[config.mk]
export PLATFORM = sky130hd
export DESIGN_NAME = uart_rx_param
export DESIGN_NICKNAME = d
export VERILOG_FILES = /design/src/rtl/uart_pkg.sv /design/src/rtl/uart_rx_sampler.sv /design/src/rtl/uart_rx_param.sv
export SDC_FILE = /design/constraint.sdc
export NUM_CORES = 1
export LEC_CHECK = 0
export BUFFER_PORTS_ARGS = -buffer_cell sky130_fd_sc_hd__buf_4
export CORE_UTILIZATION = 62
export DETAILED_ROUTE_END_ITERATION = 12
export MAX_ROUTING_LAYER = met4
export PLACE_DENSITY = 0.82
export SYNTH_ARGS = -nofsm -noshare
export SYNTH_HDL_FRONTEND = slang
export SYNTH_SLANG_ARGS = --single-unit
export TNS_END_PERCENT = 20
[constraint.sdc]
create_clock -name clk_100MHz -period 4.3 [get_ports clk_100MHz]
set_clock_uncertainty 0.15 [all_clocks]
set_input_delay 0.645 -clock clk_100MHz [delete_from_list [all_inputs] [get_ports clk_100MHz]]
set_output_delay 0.645 -clock clk_100MHz [all_outputs]
set_load 0.02 [all_outputs]
[src/rtl/uart_pkg.sv]
// uart_pkg: shared types and helpers for the parametrised UART receiver.
package uart_pkg;

   // Receiver FSM states.
   typedef enum logic [2:0] {
      ST_IDLE     = 3'd0,
      ST_START    = 3'd1,
      ST_DATA     = 3'd2,
      ST_PARITY   = 3'd3,
      ST_STOP     = 3'd4,
      ST_BRK_WAIT = 3'd5
   } rx_state_e;

   // PARITY_MODE encodings.
   localparam int PAR_NONE = 0;
   localparam int PAR_EVEN = 1;
   localparam int PAR_ODD  = 2;

   // Even-parity reduction: 1 when the vector holds an odd number of ones.
   // Narrower words are zero-extended by the caller.
   function automatic logic even_parity(input logic [15:0] vec);
      return ^vec;
   endfunction

endpackage

[src/rtl/uart_rx_sampler.sv]
// uart_rx_sampler: brings the asynchronous rx line into the clock domain and
// forms a 3-sample majority vote. The window is the two samples stored on the
// previous two ticks plus the sample being taken on the current tick, so the
// vote evaluated on tick H+1 covers ticks H-1, H and H+1.
module uart_rx_sampler (
   input  logic clk,
   input  logic reset,
   input  logic rx,
   input  logic sample_tick,
   output logic rx_sync,
   output logic rx_vote
);

   logic       sync1_q;
   logic       sync2_q;
   logic [1:0] hist_q;

   // Two-flop synchronizer; flops idle high so reset never looks like a start bit.
   always_ff @(posedge clk) begin
      if (reset) begin
         sync1_q <= 1'b1;
         sync2_q <= 1'b1;
      end else begin
         sync1_q <= rx;
         sync2_q <= sync1_q;
      end
   end

   // Sample history, advanced only on sample ticks (hist_q[0] is the newest).
   always_ff @(posedge clk) begin
      if (reset) begin
         hist_q <= 2'b11;
      end else if (sample_tick) begin
         hist_q <= {hist_q[0], sync2_q};
      end
   end

   assign rx_sync = sync2_q;
   assign rx_vote = (hist_q[1] & hist_q[0]) |
                    (hist_q[1] & sync2_q)   |
                    (hist_q[0] & sync2_q);

endmodule

[src/rtl/uart_rx_param.sv]
// uart_rx_param: parametrised UART receiver. Holds the frame FSM, tick/bit
// counters, data shift register and the registered result flags.
module uart_rx_param
   import uart_pkg::*;
#(
   parameter int DBITS       = 8,
   parameter int OVERSAMPLE  = 16,
   parameter int PARITY_MODE = PAR_NONE,
   parameter int STOP_BITS   = 1
) (
   input  logic             clk_100MHz,
   input  logic             reset,
   input  logic             rx,
   input  logic             sample_tick,
   output logic [DBITS-1:0] data_out,
   output logic             data_ready,
   output logic             parity_err,
   output logic             frame_err,
   output logic             break_det,
   output logic             busy
);

   localparam int TCW = ($clog2(OVERSAMPLE) < 1) ? 1 : $clog2(OVERSAMPLE);
   localparam int BCW = ($clog2(DBITS) < 1) ? 1 : $clog2(DBITS);

   // Mid-sample tick is H+1 = OVERSAMPLE/2; majority window ends there.
   localparam logic [TCW-1:0] TICK_MID  = TCW'(OVERSAMPLE / 2);
   localparam logic [TCW-1:0] TICK_LAST = TCW'(OVERSAMPLE - 1);
   localparam logic [BCW-1:0] BIT_LAST  = BCW'(DBITS - 1);
   localparam logic           STOP_LAST = (STOP_BITS == 2);
   localparam logic           HAS_PAR   = (PARITY_MODE != PAR_NONE);

   rx_state_e        state_q;
   logic [TCW-1:0]   tick_q;
   logic [TCW-1:0]   tick_d;
   logic [BCW-1:0]   bit_q;
   logic             stop_q;
   logic [DBITS-1:0] shreg_q;
   logic [DBITS-1:0] shreg_d;
   logic             par_q;
   logic             stop_zero_q;
   logic             stop_one_q;
   logic             par_xor;
   logic             perr_d;
   logic             ferr_d;
   logic             brk_d;

   logic [DBITS-1:0] data_out_q;
   logic             ready_q;
   logic             perr_q;
   logic             ferr_q;
   logic             brk_q;
   logic             busy_q;

   logic             rx_sync;
   logic             rx_vote;

   uart_rx_sampler u_sampler (
      .clk         (clk_100MHz),
      .reset       (reset),
      .rx          (rx),
      .sample_tick (sample_tick),
      .rx_sync     (rx_sync),
      .rx_vote     (rx_vote)
   );

   // Next-value helpers: counter increment, shifted word and completion flags
   // (the current vote is the last stop sample when the frame completes).
   always_comb begin
      tick_d  = tick_q + TCW'(1);
      shreg_d = {rx_vote, shreg_q[DBITS-1:1]};
      par_xor = even_parity(16'(shreg_q)) ^ par_q;
      case (PARITY_MODE)
         PAR_EVEN: perr_d = par_xor;
         PAR_ODD:  perr_d = ~par_xor;
         default:  perr_d = 1'b0;
      endcase
      brk_d  = (shreg_q == '0) && (!HAS_PAR || !par_q) && !stop_one_q && !rx_vote;
      ferr_d = stop_zero_q | ~rx_vote;
   end

   // Frame FSM with counters, shift register and registered result outputs.
   always_ff @(posedge clk_100MHz) begin
      if (reset) begin
         state_q     <= ST_IDLE;
         tick_q      <= '0;
         bit_q       <= '0;
         stop_q      <= 1'b0;
         shreg_q     <= '0;
         par_q       <= 1'b0;
         stop_zero_q <= 1'b0;
         stop_one_q  <= 1'b0;
         data_out_q  <= '0;
         ready_q     <= 1'b0;
         perr_q      <= 1'b0;
         ferr_q      <= 1'b0;
         brk_q       <= 1'b0;
         busy_q      <= 1'b0;
      end else begin
         ready_q <= 1'b0;
         brk_q   <= 1'b0;
         case (state_q)
            ST_IDLE: begin
               // A tick in the detection cycle is deliberately not counted.
               if (!rx_sync) begin
                  state_q     <= ST_START;
                  busy_q      <= 1'b1;
                  tick_q      <= '0;
                  bit_q       <= '0;
                  stop_q      <= 1'b0;
                  stop_zero_q <= 1'b0;
                  stop_one_q  <= 1'b0;
               end
            end
            ST_START: begin
               if (sample_tick) begin
                  if ((tick_q == TICK_MID) && rx_vote) begin
                     state_q <= ST_IDLE;
                     busy_q  <= 1'b0;
                  end else if (tick_q == TICK_LAST) begin
                     tick_q  <= '0;
                     bit_q   <= '0;
                     state_q <= ST_DATA;
                  end else begin
                     tick_q <= tick_d;
                  end
               end
            end
            ST_DATA: begin
               if (sample_tick) begin
                  if (tick_q == TICK_MID) begin
                     shreg_q <= shreg_d;
                  end
                  if (tick_q == TICK_LAST) begin
                     tick_q <= '0;
                     if (bit_q == BIT_LAST) begin
                        if (HAS_PAR) begin
                           state_q <= ST_PARITY;
                        end else begin
                           state_q <= ST_STOP;
                        end
                     end else begin
                        bit_q <= bit_q + BCW'(1);
                     end
                  end else begin
                     tick_q <= tick_d;
                  end
               end
            end
            ST_PARITY: begin
               if (sample_tick) begin
                  if (tick_q == TICK_MID) begin
                     par_q <= rx_vote;
                  end
                  if (tick_q == TICK_LAST) begin
                     tick_q  <= '0;
                     stop_q  <= 1'b0;
                     state_q <= ST_STOP;
                  end else begin
                     tick_q <= tick_d;
                  end
               end
            end
            ST_STOP: begin
               if (sample_tick) begin
                  if ((tick_q == TICK_MID) && (stop_q == STOP_LAST)) begin
                     // Complete at the last stop mid-sample so a back-to-back
                     // start bit is not missed.
                     data_out_q <= shreg_q;
                     perr_q     <= perr_d;
                     ferr_q     <= ferr_d;
                     ready_q    <= 1'b1;
                     brk_q      <= brk_d;
                     if (brk_d) begin
                        state_q <= ST_BRK_WAIT;
                     end else begin
                        state_q <= ST_IDLE;
                        busy_q  <= 1'b0;
                     end
                  end else begin
                     if (tick_q == TICK_MID) begin
                        stop_zero_q <= stop_zero_q | ~rx_vote;
                        stop_one_q  <= stop_one_q | rx_vote;
                     end
                     if (tick_q == TICK_LAST) begin
                        tick_q <= '0;
                        stop_q <= 1'b1;
                     end else begin
                        tick_q <= tick_d;
                     end
                  end
               end
            end
            ST_BRK_WAIT: begin
               // Hold off new frames until the line has returned to idle.
               if (rx_sync) begin
                  state_q <= ST_IDLE;
                  busy_q  <= 1'b0;
               end
            end
            default: begin
               state_q <= ST_IDLE;
               busy_q  <= 1'b0;
            end
         endcase
      end
   end

   assign data_out   = data_out_q;
   assign data_ready = ready_q;
   assign parity_err = perr_q;
   assign frame_err  = ferr_q;
   assign break_det  = brk_q;
   assign busy       = busy_q;

endmodule

==> results of run 1 <==
==> area by class of cell <==
type                            instances  area share
Timing Repair Buffer                   15      0.0575
Multi-Input combinational cell        144       0.502
Tap cell                               31      0.0198
Clock inverter                          2      0.0179
Sequential cell                        37       0.378
Clock buffer                            5      0.0192
Inverter                                3     0.00575
==> state kept, by name, indices dropped and copies added, names as in the netlist, 2 cells and up <==
| register | flops |
|---|---|
| tick_q | 4 |
| bit_q | 3 |
| shreg_q | 8 |
| state_q | 3 |
| data_out | 8 |
| u_sampler.hist_q | 2 |
==> path summary, 6_finish.rpt <==
path | cells past startpoint | end | slack (ps) | start
worst min register to register | 1 | u_sampler.rx_sync | 270 | u_sampler.sync1_q
worst max register to register | 5 | data_out[0] | 2050 | state_q[0]
worst min-delay path | 1 | u_sampler.rx_sync | 270 | u_sampler.sync1_q
worst max-delay path | 5 | data_out[0] | 2050 | state_q[0]
==> metal layers <==
layer	wire, um	vias to the layer above
met1	1620	670
met5	0	-
met4	42	0
li1	-	721
met2	1560	43
met3	158	5
==> cells in the mapped netlist (all sizes together), types with 4 or more instances <==
| library cell | number | share of area |
|---|---|---|
| nor3 | 10 | 0.040 |
| a31oi | 5 | 0.017 |
| a21oi | 7 | 0.019 |
| dfxtp | 37 | 0.41 |
| nand2b | 5 | 0.017 |
| mux2i | 20 | 0.11 |
| ha | 4 | 0.028 |
| nor2b | 4 | 0.014 |
| o21ai | 7 | 0.019 |
| buf | 9 | 0.030 |
| nor2 | 28 | 0.058 |
| nand2 | 9 | 0.019 |
| nand3 | 7 | 0.022 |
| clkbuf | 5 | 0.010 |
==> kinds of logic (layout without fill, tap and decap cells) <==
logic type	count (synthesis)	count (layout)	share of synthesized area
buffers and inverters	17	25	0.0470
AO/OA/AOI/OAI	34	34	0.137
other	1	1	0.00207
flip-flops	37	37	0.409
multiplexers	20	20	0.111
adder cells (fa/ha/maj)	5	5	0.0339
XOR/XNOR	2	2	0.00968
AND/OR/NAND/NOR	82	82	0.250
==> power by group <==
group	switching, mW	total (mW)	leakage (nW)	internal [mW]
clock	0.113	0.231	0.0410	0.118
combinational	0.0295	0.0510	0.468	0.0215
sequential	0.00882	0.355	0.299	0.346
total	0.151	0.637	0.807	0.486
==> stage by stage <==
stage	utilization	total power [mW]
3_3_place_gp	0.684	0.411
4_1_cts	0.711	0.637
6_report	0.711	0.637
5_1_grt	0.711	0.658
2_1_floorplan	-	0.406
3_5_place_dp	0.684	0.413
==> impl_metrics.yaml, run 1 <==
die:
  die_area_um2: 3140
  initial_utilization: 0.656
  core_um2: 2760
  io_pins: 17
  dieWidth_um: 56.0
  die_y_um: 56.0
  row_count: 19
timing:
  finalSetupTns_ps: 0
  slew-limit-headroom: 0.540
  max_freq_ghz: 0.444
  slew_violations: 0
  min_period_ps: 2250
  fin_crit_sh: 0.524
  grt_setup_unrepaired: "no"
  setup_viol: 0
  hold_viol: 0
  worst_slew_pin_slew_ps: 690
  holdWs_ps: 268
  worst_slack_ps: 2050
critical_path:
  path_delay_family: "simple AND/OR/NAND/NOR gates"
  required_ps: 4370
  critPathCaptureType: "flop"
  startpoint_type: "flop"
  cp_max_fo: 22
  slowest_stage: "dfxtp_1"
  path_common_cell: "nor2_1"
  path_class: "flop to flop"
  cp_slowest_stage_delay_ps: 540
  worstPathArrival_ps: 2330
  cp_num_buf_inv: 0
  crit_chain: "or2_1 > nor2_1 > nand3_1 > mux2i_1 > nor2_1"
grt:
  use_met3: 0.0651
  grt_start_max_net_pins: 39
  grt_use_total: 0.240
  busiest_layer: "met2"
  grt_overflow: 0
  grt_use_met2: 0.378
  grt_pass1_vias: 1275
  met1_usage: 0.299
  grt_antenna_before_repair: 0
  grt_pass1_wl_mm: 5.80
place:
  dpl.hpwl_mm: 2.34
  dp_cells: 230
  dpl_cell_area_um2: 1890
  post-place-ws_ps: 2110
  port_buffers: 15
  gp_congestion: 0.842
power:
  power.leakage_nw: 0.807
  irDropWorstVdd_uv: 268
  p_per_area_nw_per_um2: 325
yosys:
  synth_edf_count: 0
  synth_flop_cell: "dfxtp_1"
  syn_area_um2: 1810
  syn_area_per_cell_um2: 9.14
  ys_types: 48
  yosysSeqAreaShare: 0.409
  synth-seq-cells: 37
  synth_async_sr_flop_share: 0
  syn_nets: 206
  syn_inst: 198
  ys_warn_count: 0
layout:
  final_common_cell: "dfxtp_1"
  area_growth_pct: 8.30
  final_cell_mix: "dfxtp_1, nor2_1, mux2i_1"
  layoutNonFillerInstCount: 237
  multi_input_area_um2: 983
  fin_area_um2: 1960
  fin_nets: 214
  antenna_cells: 0
  area.sequential_um2: 741
  layout-drive-gt1-share: 0.146
  fillers: 224
routing:
  wl_per_cell_um: 14.2
  route.final.wire_length_mm: 3.38
  drt-initial-drc-count: 37
  drcViolationCount: 0
  ant_nets: 0
  num_vias: 1439
  avgViaCountPerCell: 6.07
  drt-pass1-iter-count: 4
clock_tree:
  tritoncts: "built"
  htree_levels: 2
  numClockSinks: 37
  path_clk_slew_ps: 100
  clockBufferDepth: 2
  cts_setup_buffers: 0
  clkLatencyLatePin_ps: 340
  cts-resized-gates: 0
  root_buffer: "clkbuf_4"
  ctsHoldBuffers: 0
  cts_inserted_buffers: 5
outcome:
  status: "completed"
job:
  maxCapViolCount: 0
hold_path:
  min_path_type: "flop to flop"
No activity file was read; power rests on OpenSTA's default activity.
==> run 2, diff against run 1 <==
--- a/config.mk
+++ b/config.mk
@@ -6,10 +6,10 @@
 export NUM_CORES = 1
 export LEC_CHECK = 0
 export BUFFER_PORTS_ARGS = -buffer_cell sky130_fd_sc_hd__buf_4
-export CORE_UTILIZATION = 62
+export CORE_UTILIZATION = 58
 export DETAILED_ROUTE_END_ITERATION = 12
 export MAX_ROUTING_LAYER = met4
-export PLACE_DENSITY = 0.82
+export PLACE_DENSITY = 0.77
 export SYNTH_ARGS = -nofsm -noshare
 export SYNTH_HDL_FRONTEND = slang
 export SYNTH_SLANG_ARGS = --single-unit
==> constraint.sdc (replaced) <==
create_clock -name clk_100MHz -period 2.3 [get_ports clk_100MHz]
set_clock_uncertainty 0.15 [all_clocks]
set_input_delay 0.345 -clock clk_100MHz [delete_from_list [all_inputs] [get_ports clk_100MHz]]
set_output_delay 0.345 -clock clk_100MHz [all_outputs]
set_load 0.02 [all_outputs]
==> impl_metrics.yaml, run 2 (same netlist as run 1, synthesis figures left out) <==
die:
  die_area_um2: 3350
  row_count: 19
  dieWidth_um: 57.9
  core_um2: 2850
  io_pins: 17
  initial_utilization: 0.634
  die_y_um: 57.9
power:
  p_per_area_nw_per_um2: 616
  irDropWorstVdd_uv: 516
  power.leakage_nw: 0.826
  totalPowerFinal_mw: 1.23
critical_path:
  critPathCaptureType: "flop"
  slowest_stage: "dfxtp_1"
  cp_num_buf_inv: 0
  worstPathArrival_ps: 2140
  startpoint_type: "flop"
  path_delay_family: "flip-flops"
  required_ps: 2420
  cp_max_fo: 22
  crit_chain: "nor2b_1 > o21ai_1 > a221oi_4 > nand3_1 > a21oi_1"
  path_class: "flop to flop"
  cp_slowest_stage_delay_ps: 780
grt:
  grt_use_total: 0.238
  grt_overflow: 0
  grt_pass1_wl_mm: 6.01
  grt_start_max_net_pins: 39
  grt_pass1_vias: 1337
  grt_antenna_before_repair: 0
layout:
  layout-drive-gt1-share: 0.162
  area_growth_pct: 10.4
  layoutNonFillerInstCount: 241
  final_cell_mix: "dfxtp_1, nor2_1, mux2i_1"
  antenna_cells: 0
  fin_nets: 217
  final_common_cell: "dfxtp_1"
timing:
  max_freq_ghz: 0.493
  fin_crit_sh: 0.882
  finalSetupTns_ps: 0
  setup_viol: 0
  hold_viol: 0
  slew_violations: 0
  worst_slew_pin_slew_ps: 679
  min_period_ps: 2030
  grt_setup_unrepaired: "no"
  slew-limit-headroom: 0.546
  worst_slack_ps: 272
routing:
  wl_met2_mm: 1.72
  wl_met3_um: 169
  avgViaCountPerCell: 6.10
  route.final.wire_length_mm: 3.54
  drt-initial-drc-count: 65
  drt-pass1-iter-count: 9
  num_vias: 1469
  wl_per_cell_um: 14.7
  ant_nets: 0
  top_layer: "met4"
  drcViolationCount: 2
  met1_length_mm: 1.60
clock_tree:
  cts-resized-gates: 0
  ctsHoldBuffers: 0
  numClockSinks: 37
  tritoncts: "built"
  cts_setup_buffers: 0
  path_clk_slew_ps: 110
  htree_levels: 2
  clkLatencyLatePin_ps: 340
  cts_inserted_buffers: 5
  root_buffer: "clkbuf_4"
  clockBufferDepth: 2
place:
  port_buffers: 15
  post-place-ws_ps: 303
  gp_congestion: 0.849
  dpl.hpwl_mm: 2.56
  dp_cells: 233
hold_path:
  min_path_type: "input port to flop"
outcome:
  failed_checks: "DRC"
  status: "complete, but fails checks"
job:
  maxCapViolCount: 0
run 2: cell types whose count changed in the layout (fill, tap and decap cells not counted), sizes merged:
cell      change
clkbuf        +1
clkinvlp      +1
buf           +3
clkinv        -1
run 2: layout make-up:
type / count / area (um^2)
multi-input cells: 144 / 983
fillers: 235 / 855
flip-flops and latches: 37 / 741
repair buffers: 18 / 135
clock buffers: 6 / 51.3
well taps: 31 / 38.8
clock inverters: 2 / 37.5
inverters: 3 / 11.3
run 2: routing by layer:
| metal | vias to the layer above | global-route usage |
|---|---|---|
| li1 | 731 | - |
| met1 | 692 | 0.305 |
| met2 | 40 | 0.374 |
| met3 | 6 | 0.0491 |
| met4 | 0 | 0.0850 |
| met5 | - | - |
run 2: worst paths after layout:
| kind | endpoint | slack (ps) | startpoint | depth (start not counted) |
|---|---|---|---|---|
| worst max-delay path | bit_q[1] | 270 | state_q[0] | 5 |
| worst min-delay path | u_sampler.sync1_q | 40 | rx | 2 |
| worst max register to register | bit_q[1] | 270 | state_q[0] | 5 |
| worst min register to register | u_sampler.rx_sync | 270 | u_sampler.sync1_q | 1 |
run 2: where the power goes:
part           total [mW]  internal, mW  switching [mW]
clock network       0.471         0.258           0.213
logic              0.0962        0.0413          0.0549
registers           0.664         0.648          0.0168
run 2: worst reg2reg max path, cell delays in order, from the launching register on:
cell      delay [ps]
dfxtp_1          780
nor2b_1          210
o21ai_1          110
a221oi_4         380
nand3_1          140
a21oi_1          190
run 2: per-stage QoR:
step           instance area [um^2]  utilization  hold WS (ps)
3_5_place_dp                   1910        0.669           248
3_3_place_gp                   1910        0.669           249
2_1_floorplan                  1810            -           239
6_report                       2000        0.700          43.0
4_1_cts                        2000        0.700          35.9
5_1_grt                        2000        0.700          34.5
